File: src/rtl/garegga_gp9001_bridge_if.sv
// ---------------------------------------------------------------------------
// garegga_gp9001_bridge_if
//
// Bundles the CPU bus-glue side and the GCU op-strobe side of the GP9001
// bridge.
//   master : the bridge view (drives CPU_DOUT/CPU_ACK, GP9001CS, GP9001DIN,
//            the op flags and TIMEOUT_ERR)
//   slave  : the environment view (CPU glue + GCU), directions reversed
// ---------------------------------------------------------------------------
interface garegga_gp9001_bridge_if;
  // CPU bus glue
  logic        CPU_CS;
  logic        CPU_RNW;
  logic [2:0]  CPU_ADDR;
  logic [15:0] CPU_DIN;
  logic [15:0] CPU_DOUT;
  logic        CPU_ACK;
  // GCU op-strobe bus
  logic        GP9001CS;
  logic        GP9001ACK;
  logic [15:0] GP9001DIN;
  logic [15:0] GP9001DOUT;
  logic        GP9001_OP_SELECT_REG;
  logic        GP9001_OP_WRITE_REG;
  logic        GP9001_OP_WRITE_RAM;
  logic        GP9001_OP_READ_RAM_H;
  logic        GP9001_OP_READ_RAM_L;
  logic        GP9001_OP_SET_RAM_PTR;
  // GCU sync status and error flag
  logic        CPU_HSYNC;
  logic        CPU_VSYNC;
  logic        CPU_FBLANK;
  logic        TIMEOUT_ERR;

  modport master (
    input  CPU_CS, CPU_RNW, CPU_ADDR, CPU_DIN,
    output CPU_DOUT, CPU_ACK,
    output GP9001CS, GP9001DIN,
    input  GP9001ACK, GP9001DOUT,
    output GP9001_OP_SELECT_REG, GP9001_OP_WRITE_REG, GP9001_OP_WRITE_RAM,
    output GP9001_OP_READ_RAM_H, GP9001_OP_READ_RAM_L, GP9001_OP_SET_RAM_PTR,
    input  CPU_HSYNC, CPU_VSYNC, CPU_FBLANK,
    output TIMEOUT_ERR
  );

  modport slave (
    output CPU_CS, CPU_RNW, CPU_ADDR, CPU_DIN,
    input  CPU_DOUT, CPU_ACK,
    input  GP9001CS, GP9001DIN,
    output GP9001ACK, GP9001DOUT,
    input  GP9001_OP_SELECT_REG, GP9001_OP_WRITE_REG, GP9001_OP_WRITE_RAM,
    input  GP9001_OP_READ_RAM_H, GP9001_OP_READ_RAM_L, GP9001_OP_SET_RAM_PTR,
    output CPU_HSYNC, CPU_VSYNC, CPU_FBLANK,
    input  TIMEOUT_ERR
  );
endinterface

File: src/rtl/garegga_gp9001_bridge.sv
// ---------------------------------------------------------------------------
// garegga_gp9001_bridge
//
// CPU-side initiator for the GP9001 op-strobe interface. Each 68000 word
// access to the GP9001 window becomes exactly one GCU op (or a local status /
// open-bus response), followed by a single-cycle CPU_ACK.
//
// Ports:
//   CLK   : system clock, rising edge
//   RESET : asynchronous, active-high
//   bus   : garegga_gp9001_bridge_if.master (CPU glue, GCU op bus, sync
//           status inputs, sticky TIMEOUT_ERR)
// Parameters:
//   TIMEOUT  : cycles to wait for GP9001ACK before aborting (1..255)
//   OPEN_BUS : read data for unmapped offsets and aborted accesses
// ---------------------------------------------------------------------------
module garegga_gp9001_bridge #(
  parameter int unsigned TIMEOUT  = 255,
  parameter logic [15:0] OPEN_BUS = 16'hFFFF
) (
  input  logic                    CLK,
  input  logic                    RESET,
  garegga_gp9001_bridge_if.master bus
);

  typedef enum logic [2:0] {
    S_IDLE,
    S_LOCAL,
    S_REQ,
    S_RELEASE,
    S_DONE
  } state_t;

  // One-hot op vector bit positions
  localparam int OP_SELECT_REG  = 0;
  localparam int OP_WRITE_REG   = 1;
  localparam int OP_WRITE_RAM   = 2;
  localparam int OP_READ_RAM_H  = 3;
  localparam int OP_READ_RAM_L  = 4;
  localparam int OP_SET_RAM_PTR = 5;

  // The counter holds the number of REQ cycles already spent without ACK,
  // so abort happens on the edge closing the TIMEOUT-th REQ cycle.
  localparam logic [7:0] CNT_LAST = 8'(TIMEOUT - 1);

  state_t      state_reg, state_next;
  logic [5:0]  op_reg, op_next;
  logic        rnw_reg, rnw_next;
  logic        status_rd_reg, status_rd_next;
  logic [15:0] din_reg, din_next;
  logic [7:0]  cnt_reg, cnt_next;
  logic [15:0] dout_reg, dout_next;
  logic        ack_reg, ack_next;
  logic        terr_reg, terr_next;

  logic [5:0]  op_dec;
  logic        in_req;

  // Address map decode of the live CPU request; zero means "not a GCU op".
  always_comb begin
    op_dec = '0;
    if (bus.CPU_RNW) begin
      case (bus.CPU_ADDR)
        3'd2:    op_dec[OP_READ_RAM_H] = 1'b1;
        3'd3:    op_dec[OP_READ_RAM_L] = 1'b1;
        default: op_dec = '0;
      endcase
    end else begin
      case (bus.CPU_ADDR)
        3'd0:       op_dec[OP_SET_RAM_PTR] = 1'b1;
        3'd2, 3'd3: op_dec[OP_WRITE_RAM]   = 1'b1;
        3'd4:       op_dec[OP_SELECT_REG]  = 1'b1;
        3'd6:       op_dec[OP_WRITE_REG]   = 1'b1;
        default:    op_dec = '0;
      endcase
    end
  end

  always_ff @(posedge CLK or posedge RESET) begin
    if (RESET) begin
      state_reg     <= S_IDLE;
      op_reg        <= '0;
      rnw_reg       <= 1'b0;
      status_rd_reg <= 1'b0;
      din_reg       <= '0;
      cnt_reg       <= '0;
      dout_reg      <= '0;
      ack_reg       <= 1'b0;
      terr_reg      <= 1'b0;
    end else begin
      state_reg     <= state_next;
      op_reg        <= op_next;
      rnw_reg       <= rnw_next;
      status_rd_reg <= status_rd_next;
      din_reg       <= din_next;
      cnt_reg       <= cnt_next;
      dout_reg      <= dout_next;
      ack_reg       <= ack_next;
      terr_reg      <= terr_next;
    end
  end

  always_comb begin
    state_next     = state_reg;
    op_next        = op_reg;
    rnw_next       = rnw_reg;
    status_rd_next = status_rd_reg;
    din_next       = din_reg;
    cnt_next       = cnt_reg;
    dout_next      = dout_reg;
    ack_next       = 1'b0;
    terr_next      = terr_reg;

    case (state_reg)
      S_IDLE: begin
        if (bus.CPU_CS) begin
          op_next        = op_dec;
          rnw_next       = bus.CPU_RNW;
          status_rd_next = bus.CPU_RNW && (bus.CPU_ADDR == 3'd6);
          din_next       = bus.CPU_DIN;
          cnt_next       = '0;
          state_next     = (op_dec != '0) ? S_REQ : S_LOCAL;
        end
      end

      S_LOCAL: begin
        dout_next  = status_rd_reg
                   ? {13'b0, bus.CPU_HSYNC, bus.CPU_VSYNC, bus.CPU_FBLANK}
                   : OPEN_BUS;
        ack_next   = 1'b1;
        state_next = S_DONE;
      end

      S_REQ: begin
        // ACK is tested first so a same-cycle ACK beats the timeout.
        if (bus.GP9001ACK) begin
          dout_next  = rnw_reg ? bus.GP9001DOUT : 16'h0000;
          ack_next   = 1'b1;
          state_next = S_RELEASE;
        end else if (cnt_reg == CNT_LAST) begin
          dout_next  = OPEN_BUS;
          ack_next   = 1'b1;
          terr_next  = 1'b1;
          state_next = S_RELEASE;
        end else begin
          cnt_next = cnt_reg + 8'd1;
        end
      end

      // Even after an abort the GCU must drop ACK before we move on, so a
      // late ACK can never be mistaken for the next transaction's.
      S_RELEASE: begin
        if (!bus.GP9001ACK) state_next = S_DONE;
      end

      S_DONE: begin
        if (!bus.CPU_CS) state_next = S_IDLE;
      end

      default: state_next = S_IDLE;
    endcase
  end

  // Request side is decoded from the state register so an async reset
  // removes GP9001CS and the op flags immediately.
  assign in_req = (state_reg == S_REQ);

  assign bus.GP9001CS              = in_req;
  assign bus.GP9001DIN             = (in_req && !rnw_reg) ? din_reg : 16'h0000;
  assign bus.GP9001_OP_SELECT_REG  = in_req && op_reg[OP_SELECT_REG];
  assign bus.GP9001_OP_WRITE_REG   = in_req && op_reg[OP_WRITE_REG];
  assign bus.GP9001_OP_WRITE_RAM   = in_req && op_reg[OP_WRITE_RAM];
  assign bus.GP9001_OP_READ_RAM_H  = in_req && op_reg[OP_READ_RAM_H];
  assign bus.GP9001_OP_READ_RAM_L  = in_req && op_reg[OP_READ_RAM_L];
  assign bus.GP9001_OP_SET_RAM_PTR = in_req && op_reg[OP_SET_RAM_PTR];

  assign bus.CPU_DOUT    = dout_reg;
  assign bus.CPU_ACK     = ack_reg;
  assign bus.TIMEOUT_ERR = terr_reg;

endmodule

File: src/flat_wrapper.sv
// flat-port wrapper written by rule: the top's interface ports become plain ports
module garegga_gp9001_bridge_flat 
#(
  parameter int unsigned TIMEOUT  = 255,
  parameter logic [15:0] OPEN_BUS = 16'hFFFF
)
  (CLK, RESET, bus_CPU_CS, bus_CPU_RNW, bus_CPU_ADDR, bus_CPU_DIN, bus_CPU_DOUT, bus_CPU_ACK, bus_GP9001CS, bus_GP9001DIN, bus_GP9001ACK, bus_GP9001DOUT, bus_GP9001_OP_SELECT_REG, bus_GP9001_OP_WRITE_REG, bus_GP9001_OP_WRITE_RAM, bus_GP9001_OP_READ_RAM_H, bus_GP9001_OP_READ_RAM_L, bus_GP9001_OP_SET_RAM_PTR, bus_CPU_HSYNC, bus_CPU_VSYNC, bus_CPU_FBLANK, bus_TIMEOUT_ERR);
  garegga_gp9001_bridge_if bus_i ();
  input  logic CLK;
  input  logic RESET;
  input wire logic [$bits(bus_i.CPU_CS)-1:0] bus_CPU_CS;
  input wire logic [$bits(bus_i.CPU_RNW)-1:0] bus_CPU_RNW;
  input wire logic [$bits(bus_i.CPU_ADDR)-1:0] bus_CPU_ADDR;
  input wire logic [$bits(bus_i.CPU_DIN)-1:0] bus_CPU_DIN;
  output wire logic [$bits(bus_i.CPU_DOUT)-1:0] bus_CPU_DOUT;
  output wire logic [$bits(bus_i.CPU_ACK)-1:0] bus_CPU_ACK;
  output wire logic [$bits(bus_i.GP9001CS)-1:0] bus_GP9001CS;
  output wire logic [$bits(bus_i.GP9001DIN)-1:0] bus_GP9001DIN;
  input wire logic [$bits(bus_i.GP9001ACK)-1:0] bus_GP9001ACK;
  input wire logic [$bits(bus_i.GP9001DOUT)-1:0] bus_GP9001DOUT;
  output wire logic [$bits(bus_i.GP9001_OP_SELECT_REG)-1:0] bus_GP9001_OP_SELECT_REG;
  output wire logic [$bits(bus_i.GP9001_OP_WRITE_REG)-1:0] bus_GP9001_OP_WRITE_REG;
  output wire logic [$bits(bus_i.GP9001_OP_WRITE_RAM)-1:0] bus_GP9001_OP_WRITE_RAM;
  output wire logic [$bits(bus_i.GP9001_OP_READ_RAM_H)-1:0] bus_GP9001_OP_READ_RAM_H;
  output wire logic [$bits(bus_i.GP9001_OP_READ_RAM_L)-1:0] bus_GP9001_OP_READ_RAM_L;
  output wire logic [$bits(bus_i.GP9001_OP_SET_RAM_PTR)-1:0] bus_GP9001_OP_SET_RAM_PTR;
  input wire logic [$bits(bus_i.CPU_HSYNC)-1:0] bus_CPU_HSYNC;
  input wire logic [$bits(bus_i.CPU_VSYNC)-1:0] bus_CPU_VSYNC;
  input wire logic [$bits(bus_i.CPU_FBLANK)-1:0] bus_CPU_FBLANK;
  output wire logic [$bits(bus_i.TIMEOUT_ERR)-1:0] bus_TIMEOUT_ERR;
  assign bus_i.CPU_CS = bus_CPU_CS;
  assign bus_i.CPU_RNW = bus_CPU_RNW;
  assign bus_i.CPU_ADDR = bus_CPU_ADDR;
  assign bus_i.CPU_DIN = bus_CPU_DIN;
  assign bus_CPU_DOUT = bus_i.CPU_DOUT;
  assign bus_CPU_ACK = bus_i.CPU_ACK;
  assign bus_GP9001CS = bus_i.GP9001CS;
  assign bus_GP9001DIN = bus_i.GP9001DIN;
  assign bus_i.GP9001ACK = bus_GP9001ACK;
  assign bus_i.GP9001DOUT = bus_GP9001DOUT;
  assign bus_GP9001_OP_SELECT_REG = bus_i.GP9001_OP_SELECT_REG;
  assign bus_GP9001_OP_WRITE_REG = bus_i.GP9001_OP_WRITE_REG;
  assign bus_GP9001_OP_WRITE_RAM = bus_i.GP9001_OP_WRITE_RAM;
  assign bus_GP9001_OP_READ_RAM_H = bus_i.GP9001_OP_READ_RAM_H;
  assign bus_GP9001_OP_READ_RAM_L = bus_i.GP9001_OP_READ_RAM_L;
  assign bus_GP9001_OP_SET_RAM_PTR = bus_i.GP9001_OP_SET_RAM_PTR;
  assign bus_i.CPU_HSYNC = bus_CPU_HSYNC;
  assign bus_i.CPU_VSYNC = bus_CPU_VSYNC;
  assign bus_i.CPU_FBLANK = bus_CPU_FBLANK;
  assign bus_TIMEOUT_ERR = bus_i.TIMEOUT_ERR;
  garegga_gp9001_bridge #(.TIMEOUT(TIMEOUT), .OPEN_BUS(OPEN_BUS)) u_core (.CLK(CLK), .RESET(RESET), .bus(bus_i));
endmodule
File: config.mk
export PLATFORM = sky130hd
export DESIGN_NAME = garegga_gp9001_bridge_flat
export DESIGN_NICKNAME = d
export VERILOG_FILES = /design/src/rtl/garegga_gp9001_bridge_if.sv /design/src/rtl/garegga_gp9001_bridge.sv /design/src/flat_wrapper.sv
export SDC_FILE = /design/constraint.sdc
export NUM_CORES = 1
export LEC_CHECK = 0
export ABC_CLOCK_PERIOD_IN_PS = 2810
export CAP_MARGIN = 30
export CORE_ASPECT_RATIO = 0.8
export CORE_MARGIN = 4
export CORE_UTILIZATION = 51
export CTS_CLUSTER_SIZE = 30
export DETAILED_ROUTE_END_ITERATION = 7
export PLACE_DENSITY = 0.85
export SLEW_MARGIN = 20
export SYNTH_ARGS = -nofsm -noshare
export SYNTH_HDL_FRONTEND = slang
export SYNTH_SLANG_ARGS = --single-unit
File: constraint.sdc
create_clock -name CLK -period 2.81 [get_ports CLK]
set_input_delay 0.562 -clock CLK [delete_from_list [all_inputs] [get_ports CLK]]
set_output_delay 0.562 -clock CLK [all_outputs]
set_load 0.02 [all_outputs]
==> results of run 1 <==
final timing paths:
check	start	end	depth (start not counted)
min in group asynchronous	RESET	u_core.din_reg[2]	2
worst max-delay path	u_core.state_reg[0]	bus_GP9001DIN[14]	5
worst min-delay path	u_core.din_reg[2]	u_core.din_reg[2]	2
max in group asynchronous	RESET	u_core.din_reg[10]	3
worst min register to register	u_core.din_reg[2]	u_core.din_reg[2]	2
worst max register to register	u_core.state_reg[0]	u_core.cnt_reg[7]	6
per-stage QoR:
stage	hold slack, ns	utilization (%)
2_1_floorplan	0.4310	-
3_3_place_gp	0.4431	71.81
3_5_place_dp	0.4577	71.81
4_1_cts	0.4818	73.84
5_1_grt	0.5022	74.76
6_report	0.4782	74.76
cells in the final DEF (no fill, tap or decap), drive strengths merged, types with 2 or more instances in the layout:
master and count:
or3 5, nor2 8, or4 2, or2 3, a211o 12, nor4b 2
nand3 5, ha 2, o211ai 3, nand3b 3, dfrtp 53, buf 14
inv 10, clkdlybuf4s50 72, a21o 13, dlymetal6s2s 11, nand2b 3, nand4 8
nand4b 2, nand2 70, o31ai 4, o21bai 2, a21oi 12, o21ai 11
a221o 3, a22o 14, nor2b 2, clkbuf 6, and2 16, and3 8
power breakdown:
group	switching [mW]	total [mW]	leakage (nW)	internal (mW)
sequential	0.217	1.28	0.670	1.07
clock	0.263	0.468	0.0518	0.205
combinational	1.08	2.04	1.29	0.962
final cells by class:
class | count | share of cell area, %
clock inverter | 2 | 0.4523
sequential | 53 | 34.25
inverter | 9 | 0.8724
timing repair buffer | 97 | 25.20
clock buffer | 6 | 2.132
multi-input combinational | 221 | 35.09
tap | 62 | 2.003
metal layers:
metal / track usage (%) / vias to the layer above / routed length, µm
met1: 30.25 / 1283 / 3276
met3: 6.094 / 8 / 538
met5: 0 / - / 0
met4: 7.023 / 0 / 97
met2: 37.77 / 91 / 3452
li1: - / 1239 / -
worst reg2reg max path, cell delays in order (launching register included):
cell and delay, ns:
dfrtp_1 0.38, buf_4 0.23, nor2_2 0.30, buf_4 0.21
o2111ai_1 0.24, or4_4 0.55, a21oi_2 0.16
cell families (layout without fill, tap and decap cells):
group,Yosys count,count (layout)
flops,53,53
buf+inv,29,114
simple gates,140,140
fa+ha+maj,2,2
compound gates,79,79
what timing repair did:
item                                    4_1_cts  5_1_grt
endpoints found under the setup margin       16       16
buffers inserted                              0        1
pin swaps                                     0        1
gates resized for setup                       1       11
endpoints found under the hold margin         0        0
==> results.yml, run 1 <==
clocking:
  cts_hold_buf: 0
  h-tree-depth: 2
  cts.sinks: 53
  clkTransAtPathRegs_ns: 0.10
  cts_buffers: 5
  clk_path_buf_depth: 2
  clock_latency_ns: 0.31
  cts_tree: "yes"
  cts_root_buffer: "clkbuf_8"
min_path:
  hold_path.class: "register to register"
worst_setup_path:
  crit_type: "register to primary output"
  crit_fanout: 16
  worst_ep_required_time_ns: 2.25
  r2r_setup_slack_ns: 0.69
  crit_chain: "or3b_1 -> nor2_4 -> buf_12 -> and2_1 -> clkdlybuf4s50_1"
  cp_top_family: "buffers and inverters"
  path_buf_inv: 2
  crit_slowest_cell: "clkdlybuf4s50_1"
  end_kind: "primary output"
  max_stage_delay_ns: 0.61
  startpoint_type: "register"
  worstPathArrival_ns: 2.16
synth:
  synth_common_cells: "69 x nand2_1, 53 x dfrtp_1, 16 x and2_1"
  synth_nets: 348
  synthAdderAreaFrac_pct: 0.8834
  synth-simple-area-share_pct: 26.28
  synth-edff-count: 0
  synthXorXnorAreaFrac_pct: 0
  synth_compound_area_share_pct: 20.63
  synth.most_common_cell: "nand2_1"
  yosysTopAreaCellShare_pct: 46.82
  yosys-top-cells-area: "dfrtp_1 47%, nand2_1 9.1%, a22o_1 4.3%"
  syn_avg_cell_area_um2: 9.349
  async_flop_share_pct: 100.0
  synth_cells: 303
  ys_ff_latch: 53
  ys_seq_area_share_pct: 46.82
  yosysWarnings: 0
  synth_top_area_cell: "dfrtp_1"
  synth_top_family_by_area: "simple AND/OR/NAND/NOR gates"
  yosys.cell_types.count: 48
  synth_area_um2: 2833
  muxShareOfSynthArea_pct: 0
  synth_ff_type: "dfrtp_1"
drt:
  initialDrtViolationCount: 134
  drc: 0
  antenna_left: 0
  routed-via-count: 2621
  wl_mm: 7.365
  drt_pass1_iterations: 4
  avgRoutedWirePerCell_um: 16.37
  vias_per_cell: 5.824
final_layout:
  final_nets: 432
  diodes: 0
  drive_gt1_share_pct: 9.021
  multi_input_area_um2: 1359
  postLayoutCellArea_um2: 3872
  syn2layout_area_growth_pct: 36.70
  final_cells: 450
  nFillCells: 367
  seq_area_um2: 1326
floorplan:
  die-height_um: 74.66
  coreArea_um2: 5180
  start_util_pct: 54.69
  die_x_um: 91.33
  io_pins: 84
  die_area_um2: 6818
  rows: 23
global_routing:
  grtUsageTotal_pct: 22.90
  grt.overflow.total: 0
  antenna_found_initial: 0
  grt_first_pass_wirelength_mm: 12.54
  first_global_vias: 2634
  grt_max_degree: 42
timing:
  fin_crit_ns: 2.722
  drv_slew: 0
  min_period_over_period_pct: 96.87
  fin_skew_ns: 0.007972
  fmax_mhz: 367.4
  setup_ws_ns: 0.08796
  max_slew_margin_pct: 53.22
  tns_ns: 0
  tightestPinTransition_ns: 0.6986
  rsz0062_at_grt: "no"
  setup-violations-final: 0
  hold_viol: 0
placed_design:
  io_buffers: 83
  globalplace.congestion: 0.8054
  dp_hpwl_mm: 5.228
  pre_cts_ws_ns: 0.1974
  placed_area_um2: 3720
  dp_cells: 441
power_and_ir_drop:
  power.total_mw: 3.789
  power.density_nw_per_um2: 978.4
  irDropWorstVdd_v: 0.0005121
  p_leak_nw: 2.009
job:
  drv_cap: 0
outcome:
  run_status: "completed"
Note: power is estimated with default switching activity, not from simulation.
==> run 2: changes to the inputs <==
Settings changed: ABC_CLOCK_PERIOD_IN_PS 2810 to 2700, CORE_UTILIZATION 51 to 47, PLACE_DENSITY 0.85 to 0.8.
Clock period 2.81 ns to 2.7 ns, I/O delays scaled along.
==> results.yml, run 2 (synthesis results as in run 1) <==
global_routing:
  grt_max_degree: 42
  grt.overflow.total: 0
  first_global_vias: 2562
  grtUsageTotal_pct: 20.80
  antenna_found_initial: 0
  grt_first_pass_wirelength_mm: 12.29
final_layout:
  multi_input_area_um2: 1364
  drive_gt1_share_pct: 8.786
  final_util_pct: 66.45
  final_cell_mix: "69 x nand2_1, 67 x clkdlybuf4s50_1, 53 x dfrtp_1, 16 x and2_1"
  syn2layout_area_growth_pct: 37.94
  diodes: 0
  seq_area_um2: 1326
  nFillCells: 470
  final_common_cell: "nand2_1"
  final_nets: 431
timing:
  fin_crit_ns: 2.505
  drv_slew: 0
  tightestPinTransition_ns: 0.6720
  fmax_mhz: 399.3
  setup_ws_ns: 0.1954
  rsz0062_at_grt: "no"
  max_slew_margin_pct: 55.00
  fin_skew_ns: 0.006128
  setup-violations-final: 0
  tns_ns: 0
  min_period_over_period_pct: 92.76
  hold_viol: 0
worst_setup_path:
  worst_ep_required_time_ns: 2.16
  worstPathArrival_ns: 1.96
  crit_slowest_cell: "clkdlybuf4s50_1"
  crit_fanout: 6
  crit_chain: "or3b_1 -> buf_4 -> inv_1 -> clkdlybuf4s50_1"
  startpoint_type: "register"
  max_stage_delay_ns: 0.59
  end_kind: "primary output"
  reg2reg_depth: 6
  crit_type: "register to primary output"
clocking:
  cts_tree: "yes"
  clk_path_buf_depth: 2
  cts_buffers: 5
  clkTransAtPathRegs_ns: 0.09
  cts_root_buffer: "clkbuf_8"
  h-tree-depth: 2
  clock_latency_ns: 0.30
  cts_hold_buf: 0
  cts.sinks: 53
floorplan:
  start_util_pct: 48.17
  coreArea_um2: 5881
  io_pins: 84
  die_x_um: 94.80
  rows: 25
  die_area_um2: 7341
  die-height_um: 77.44
min_path:
  hold_depth: 2
  hold_path.class: "register to register"
placed_design:
  globalplace.congestion: 0.7811
  dp_hpwl_mm: 5.167
  pre_cts_ws_ns: 0.1617
  io_buffers: 83
drt:
  avgRoutedWirePerCell_um: 15.54
  wl_mm: 7.271
  vias_per_cell: 5.487
  drc: 0
  antenna_left: 0
  drt_pass1_iterations: 4
  routed-via-count: 2568
  initialDrtViolationCount: 142
power_and_ir_drop:
  p_leak_nw: 2.072
  power.density_nw_per_um2: 1001
  irDropWorstVdd_v: 0.0005540
job:
  drv_cap: 0
outcome:
  run_status: "completed"
[run 2: worst paths after layout]
check	startpoint	to	slack (ns)
worst max-delay path	u_core.state_reg[0]	bus_GP9001CS	0.20
worst max register to register	u_core.state_reg[0]	u_core.cnt_reg[7]	0.68
min in group asynchronous	RESET	u_core.din_reg[7]	0.62
worst min-delay path	u_core.op_reg[3]	u_core.op_reg[3]	0.48
worst min register to register	u_core.op_reg[3]	u_core.op_reg[3]	0.48
max in group asynchronous	RESET	u_core.cnt_reg[1]	1.52
[run 2: where the power goes]
group / switching [mW] / internal, mW / total [mW]
clock: 0.254 / 0.208 / 0.462
combinational: 1.11 / 0.999 / 2.11
sequential: 0.227 / 1.11 / 1.34
[run 2: area by class of cell]
type | instances | share of cell area [%]
sequential | 53 | 33.94
timing repair buffer | 96 | 25.23
inverter | 9 | 0.8646
tap | 81 | 2.594
clock buffer | 6 | 2.113
multi-input combinational | 221 | 34.90
clock inverter | 2 | 0.3522
[run 2: timing repair]
item	in CTS	in global routing
endpoints found under the setup margin	16	16
hold endpoints to repair	0	0
resized for setup	3	15
buffers inserted	1	0
gates cloned	0	0
pin swaps	1	0
[run 2: stage by stage]
step | instances | power, mW | instance area (µm²) | hold slack (ns)
CTS | 468 | 3.940 | 3867 | 0.4792
global route | 468 | 4.210 | 3908 | 0.4998
detailed placement | 459 | 3.430 | 3749 | 0.4569
finish | 468 | 3.912 | 3908 | 0.4764
global placement | 459 | 3.362 | 3749 | 0.4443
floorplan | 303 | 2.672 | 2833 | 0.4310
[run 2: layer usage]
| metal | track usage [%] | share of wire [%] | routed length, µm | vias up |
|---|---|---|---|---|
| li1 | - | - | - | 1231 |
| met1 | 28.16 | 43 | 3114 | 1250 |
| met2 | 33.50 | 49 | 3566 | 81 |
| met3 | 6.202 | 7.7 | 558 | 6 |
| met4 | 3.458 | 0.44 | 32 | 0 |
| met5 | 0 | 0 | 0 | - |
[run 2: critical path: cells and delay by family (launching register included)]
family	cells	cell delay [ns]
buf+inv	3	0.84
simple gates	1	0.43
flops	1	0.39
